**src/rtl/mc_control_fsm.sv**
```systemverilog
// Multi-cycle control unit: sequences FETCH/DECODE/EXEC/MEM/WB from the latched IR,
// drives ALU controls and datapath strobes, and flags illegal opcodes and memory timeouts.
module mc_control_fsm #(
    parameter int unsigned WAIT_MAX = 15,
    parameter int unsigned CNT_W    = 4
) (
    input  logic        Clk,
    input  logic        Reset,
    input  logic [31:0] Instr,
    input  logic        Mem_Ready,
    input  logic        Branch_Flag,
    output logic [2:0]  ALUOp,
    output logic [1:0]  BorN,
    output logic        ALUSrcB,
    output logic        IR_Write,
    output logic        PC_Write,
    output logic [1:0]  PC_Src,
    output logic        Mem_Read,
    output logic        Mem_Write,
    output logic        Reg_Write,
    output logic        RegDst,
    output logic        MemToReg,
    output logic [2:0]  State,
    output logic        Illegal,
    output logic        Bus_Error
);

    localparam int unsigned OP_W = 6;

    typedef enum logic [2:0] {
        S_FETCH  = 3'd0,
        S_DECODE = 3'd1,
        S_EXEC   = 3'd2,
        S_MEM    = 3'd3,
        S_WB     = 3'd4
    } state_t;

    state_t           state;
    logic [CNT_W-1:0] wait_cnt;
    logic             illegal_q;
    logic             bus_err_q;

    logic [OP_W-1:0] op;
    logic is_r, is_imm, is_lw, is_sw, is_br, is_j, is_legal;
    logic wait_expired;
    logic unused_instr;

    // Opcode classification of the latched IR
    assign op       = Instr[31:26];
    assign is_r     = (op == 6'h00);
    assign is_imm   = (op[5:3] == 3'b001);
    assign is_lw    = (op == 6'h10);
    assign is_sw    = (op == 6'h11);
    assign is_br    = (op >= 6'h12) && (op <= 6'h15);
    assign is_j     = (op == 6'h16);
    assign is_legal = is_r | is_imm | is_lw | is_sw | is_br | is_j;

    assign unused_instr = ^Instr[25:3];

    // This waiting cycle is the WAIT_MAX-th one without Mem_Ready
    assign wait_expired = (wait_cnt == CNT_W'(WAIT_MAX - 1));

    assign State     = state;
    assign Illegal   = illegal_q;
    assign Bus_Error = bus_err_q;

    always_ff @(posedge Clk) begin
        if (Reset) begin
            state     <= S_FETCH;
            wait_cnt  <= '0;
            illegal_q <= 1'b0;
            bus_err_q <= 1'b0;
        end else begin
            case (state)
                S_FETCH: begin
                    if (Mem_Ready) begin
                        state    <= S_DECODE;
                        wait_cnt <= '0;
                    end else if (wait_expired) begin
                        bus_err_q <= 1'b1;
                        wait_cnt  <= '0;
                    end else begin
                        wait_cnt <= wait_cnt + CNT_W'(1);
                    end
                end
                S_DECODE: begin
                    wait_cnt <= '0;
                    if (!is_legal) begin
                        illegal_q <= 1'b1;
                        state     <= S_FETCH;
                    end else begin
                        state <= S_EXEC;
                    end
                end
                S_EXEC: begin
                    wait_cnt <= '0;
                    if (is_lw || is_sw)     state <= S_MEM;
                    else if (is_r || is_imm) state <= S_WB;
                    else                     state <= S_FETCH;
                end
                S_MEM: begin
                    if (Mem_Ready) begin
                        wait_cnt <= '0;
                        state    <= is_lw ? S_WB : S_FETCH;
                    end else if (wait_expired) begin
                        bus_err_q <= 1'b1;
                        wait_cnt  <= '0;
                    end else begin
                        wait_cnt <= wait_cnt + CNT_W'(1);
                    end
                end
                S_WB: begin
                    wait_cnt <= '0;
                    state    <= S_FETCH;
                end
                default: begin
                    wait_cnt <= '0;
                    state    <= S_FETCH;
                end
            endcase
        end
    end

    // Strobes and ALU controls decoded from State/Instr; all forced low in reset
    always_comb begin
        ALUOp     = 3'd0;
        BorN      = 2'd0;
        ALUSrcB   = 1'b0;
        IR_Write  = 1'b0;
        PC_Write  = 1'b0;
        PC_Src    = 2'd0;
        Mem_Read  = 1'b0;
        Mem_Write = 1'b0;
        Reg_Write = 1'b0;
        RegDst    = 1'b0;
        MemToReg  = 1'b0;
        if (!Reset) begin
            if (state != S_FETCH) begin
                if (is_r)                ALUOp = Instr[2:0];
                else if (is_imm)         ALUOp = op[2:0];
                else if (is_lw || is_sw) ALUOp = 3'd2;
                if (is_br) BorN = op[1:0];
                ALUSrcB = is_imm | is_lw | is_sw;
            end
            case (state)
                S_FETCH: begin
                    Mem_Read = 1'b1;
                    IR_Write = Mem_Ready;
                    PC_Write = Mem_Ready;
                end
                S_EXEC: begin
                    if (is_br) begin
                        PC_Write = Branch_Flag;
                        PC_Src   = 2'b01;
                    end else if (is_j) begin
                        PC_Write = 1'b1;
                        PC_Src   = 2'b10;
                    end
                end
                S_MEM: begin
                    Mem_Read  = is_lw;
                    Mem_Write = is_sw;
                end
                S_WB: begin
                    Reg_Write = 1'b1;
                    RegDst    = is_r;
                    MemToReg  = is_lw;
                end
                default: ;
            endcase
        end
    end

endmodule

```
**config.mk**
```make
export PLATFORM = sky130hd
export DESIGN_NAME = mc_control_fsm
export DESIGN_NICKNAME = d
export VERILOG_FILES = /design/src/rtl/mc_control_fsm.sv
export SDC_FILE = /design/constraint.sdc
export NUM_CORES = 1
export LEC_CHECK = 0
export BUFFER_PORTS_ARGS = -buffer_cell sky130_fd_sc_hd__buf_4
export CAP_MARGIN = 10
export CORE_UTILIZATION = 39
export DETAILED_ROUTE_END_ITERATION = 16
export GPL_ROUTABILITY_DRIVEN = 1
export PLACE_DENSITY = 0.88
export REMOVE_ABC_BUFFERS = 1
export SETUP_SLACK_MARGIN = 0.02
export SLEW_MARGIN = 20
export SYNTH_ARGS = -nofsm -noshare
export SYNTH_HDL_FRONTEND = slang
export SYNTH_SLANG_ARGS = --single-unit
```
**constraint.sdc**
```tcl
create_clock -name Clk -period 2.3 [get_ports Clk]
set_clock_uncertainty 0.1 [all_clocks]
set_input_delay 0.46 -clock Clk [delete_from_list [all_inputs] [get_ports Clk]]
set_output_delay 0.46 -clock Clk [all_outputs]
set_load 0.03 [all_outputs]
```
==> summary.txt <==
Routing
  – Iteration-0 DRC Markers: 36
  – DRC viols: 0
  – Vias per cell: 5.68
  – Routed Wire Length: 2130 um
  – Final ANT Viol Nets: 0
  – Wire per inst: 13.5 um
  – First-pass iteration count of the detailed router: 5
  – Via Count: 892

Worst setup path
  – Most frequent CP cell: buf_4
  – Critical path's largest stage delay: 420 ps
  – Critical Path RT: 1740 ps
  – Setup CP Type: in2out
  – CP Cell Sequence: buf_4, or3_4, nor4_4, nand2_1, a31oi_1, buf_4
  – Max FO, Critical Path: 4
  – FF-to-FF setup slack: 810 ps
  – Critical path data arrival time: 1660 ps
  – FF-to-FF path depth: 4
  – Reg-to-reg critical path startpoint: State[2]
  – CP Launch Point: Instr[27]
  – CP Launch Type: input port
  – Crit path max-delay cell type: or3_4
  – CP Capture Type: output port

Timing
  – RSZ-0062 raised after global routing: true
  – Final setup fails: 0
  – Setup WS post-layout: 79.1 ps
  – F_max: 0.450 GHz
  – Slew Limit Headroom: 70.7%
  – Final Hold Fails: 0
  – Tmin final: 2220 ps
  – Slew @ Worst Pin: 433 ps
  – Final slew viol count: 0
  – Final worst-path cycle share: 96.6%

Worst hold path
  – WHS Path Cells: 2
  – Min-delay worst type: in2reg
  – Worst hold start: Reset

Clock tree
  – Clock slew at reported path FFs: 60 ps
  – Clock tree sinks: 9
  – CTS tree: yes
  – Max Root-Sink Buffers: 2
  – CTS root buf: clkbuf_4
  – CTS Buf Count: 3
  – Post-CTS setup buffers: 0
  – H-Tree Level Count: 1
  – Worst-Skew Late Latency: 260 ps

Logic synthesis
  – Distinct cells, synth: 39
  – Post-synth top area share: 24.7%
  – Synth Flop Type: dfxtp_1
  – Dominant cell type by area after synthesis: dfxtp_1
  – Syn Inst Count: 95
  – Syn avg cell area: 7.67 um2
  – Cell Area, Synth: 728 um2
  – Synth top area cells: dfxtp_1 25%, nor2_1 6.2%, a21oi_1 4.1%
  – Post-synth EDFFs: 0
  – Sequential area share after synthesis: 24.7%
  – Most common cell in the netlist: nor2_1
  – Post-synth top cells: 12 x nor2_1, 9 x dfxtp_1, 7 x nand2_1
  – Synth async-reset ratio: 0%
  – FF+latch count, synth: 9
  – Yosys warning count: 0

Global routing
  – GRT Overall Usage: 22.9%
  – Wire length of the first global-routing pass: 3440 um
  – Largest net degree at the start of global routing: 15
  – Gr ovfl total: 0
  – Initial antenna violation count: 0
  – Vias in the first global route: 817

Cells and area
  – Final Util: 60.3%
  – Area growth from synthesis to layout: 44.5%
  – Layout cells sized above 1: 39.4%
  – Antenna fix cells: 0
  – Final net count: 171

Placement
  – Dpl hpwl: 1650 um
  – Dpl ws: 77.0 ps
  – Gpl congestion: 0.841
  – IO buf count: 32

Outcome
  – Status: finished clean

Floorplanning
  – # rows: 15
  – Ports: 56
  – Core area: 0.00175 mm2
  – Initial Util: 41.7%
  – Die height: 45.2 um
  – Die Wd: 45.2 um
  – Full die area: 0.00204 mm2

Power
  – Worst vdd ir: 0.152 mV
  – PwrDens: 392 mW/mm2
  – Leak: 0.000444 uW

Job
  – Max-cap violations: 0
[worst paths after layout]
check               to
min reg2reg  Bus_Error
min          Bus_Error
max           ALUOp[1]
max reg2reg   State[2]
[placed cells by master (no fill, tap or decap), drive strengths merged, types with 3 or more instances in the layout]
cell	instances
dfxtp	9
clkbuf	4
nor2	12
nand2	7
inv	3
nor3	3
nor2b	4
and2	4
buf	37
a21oi	6
or3	3
nand3	4
[registers in the layout (all words and copies together) (netlist names)]
register / cells
wait_cnt: 4
Illegal: 1
State: 3
Bus_Error: 1
[per-layer routing]
layer	track usage [%]	routed length (um)	vias to the layer above
li1	-	-	420
met4	13.3	58	0
met3	3.20	137	7
met2	40.9	1080	57
met1	25.5	847	408
met5	0	0	-
[worst max-delay path, delay by kind of cell]
family	cells	cell delay (ps)
AO/OA/AOI/OAI	1	170
buffers and inverters	2	300
AND/OR/NAND/NOR	3	730
[timing repair]
item | in CTS | in global routing
hold endpoints to repair | 0 | 0
endpoints found under the setup margin | 0 | 9
hold buffers | 0 | 0
gates resized for setup | 0 | 4
[kinds of logic after synthesis]
kind of cell             Yosys count  synth area share, %
buffers and inverters              7                 4.30
XOR/XNOR                           3                 3.61
AND/OR/NAND/NOR                   51                 41.6
adder cells (fa/ha/maj)            2                 3.44
flip-flops                         9                 24.7
AO/OA/AOI/OAI                     21                 19.6
multiplexers                       2                 2.75
[where the power goes]
| group | leakage [uW] | internal [uW] | switching (uW) |
|---|---|---|---|
| Clock | 0.0000150 | 67.0 | 57.5 |
| Combinational | 0.000355 | 53.8 | 65.2 |
| Sequential | 0.0000740 | 161 | 7.59 |
| Total | 0.000444 | 282 | 130 |
[stage by stage]
step                hold slack (ps)  total power [uW]  area [um2]  std cells  setup TNS (ps)
floorplan                       330               229         708         91           -1560
global placement                341               282        1020        153               0
detailed placement              366               287        1020        153               0
CTS                             325               408        1040        157               0
global route                    342               428        1050        157               0
finish                          329               412        1050        157               0
[area by class of cell]
class	count	area [um2]
clock buffers	4	26.3
fillers	176	693
inverters	3	11.3
multi-input cells	79	523
flip-flops and latches	9	183
well taps	25	31.3
repair buffers	37	278
Note: power is estimated with default switching activity, not from simulation.
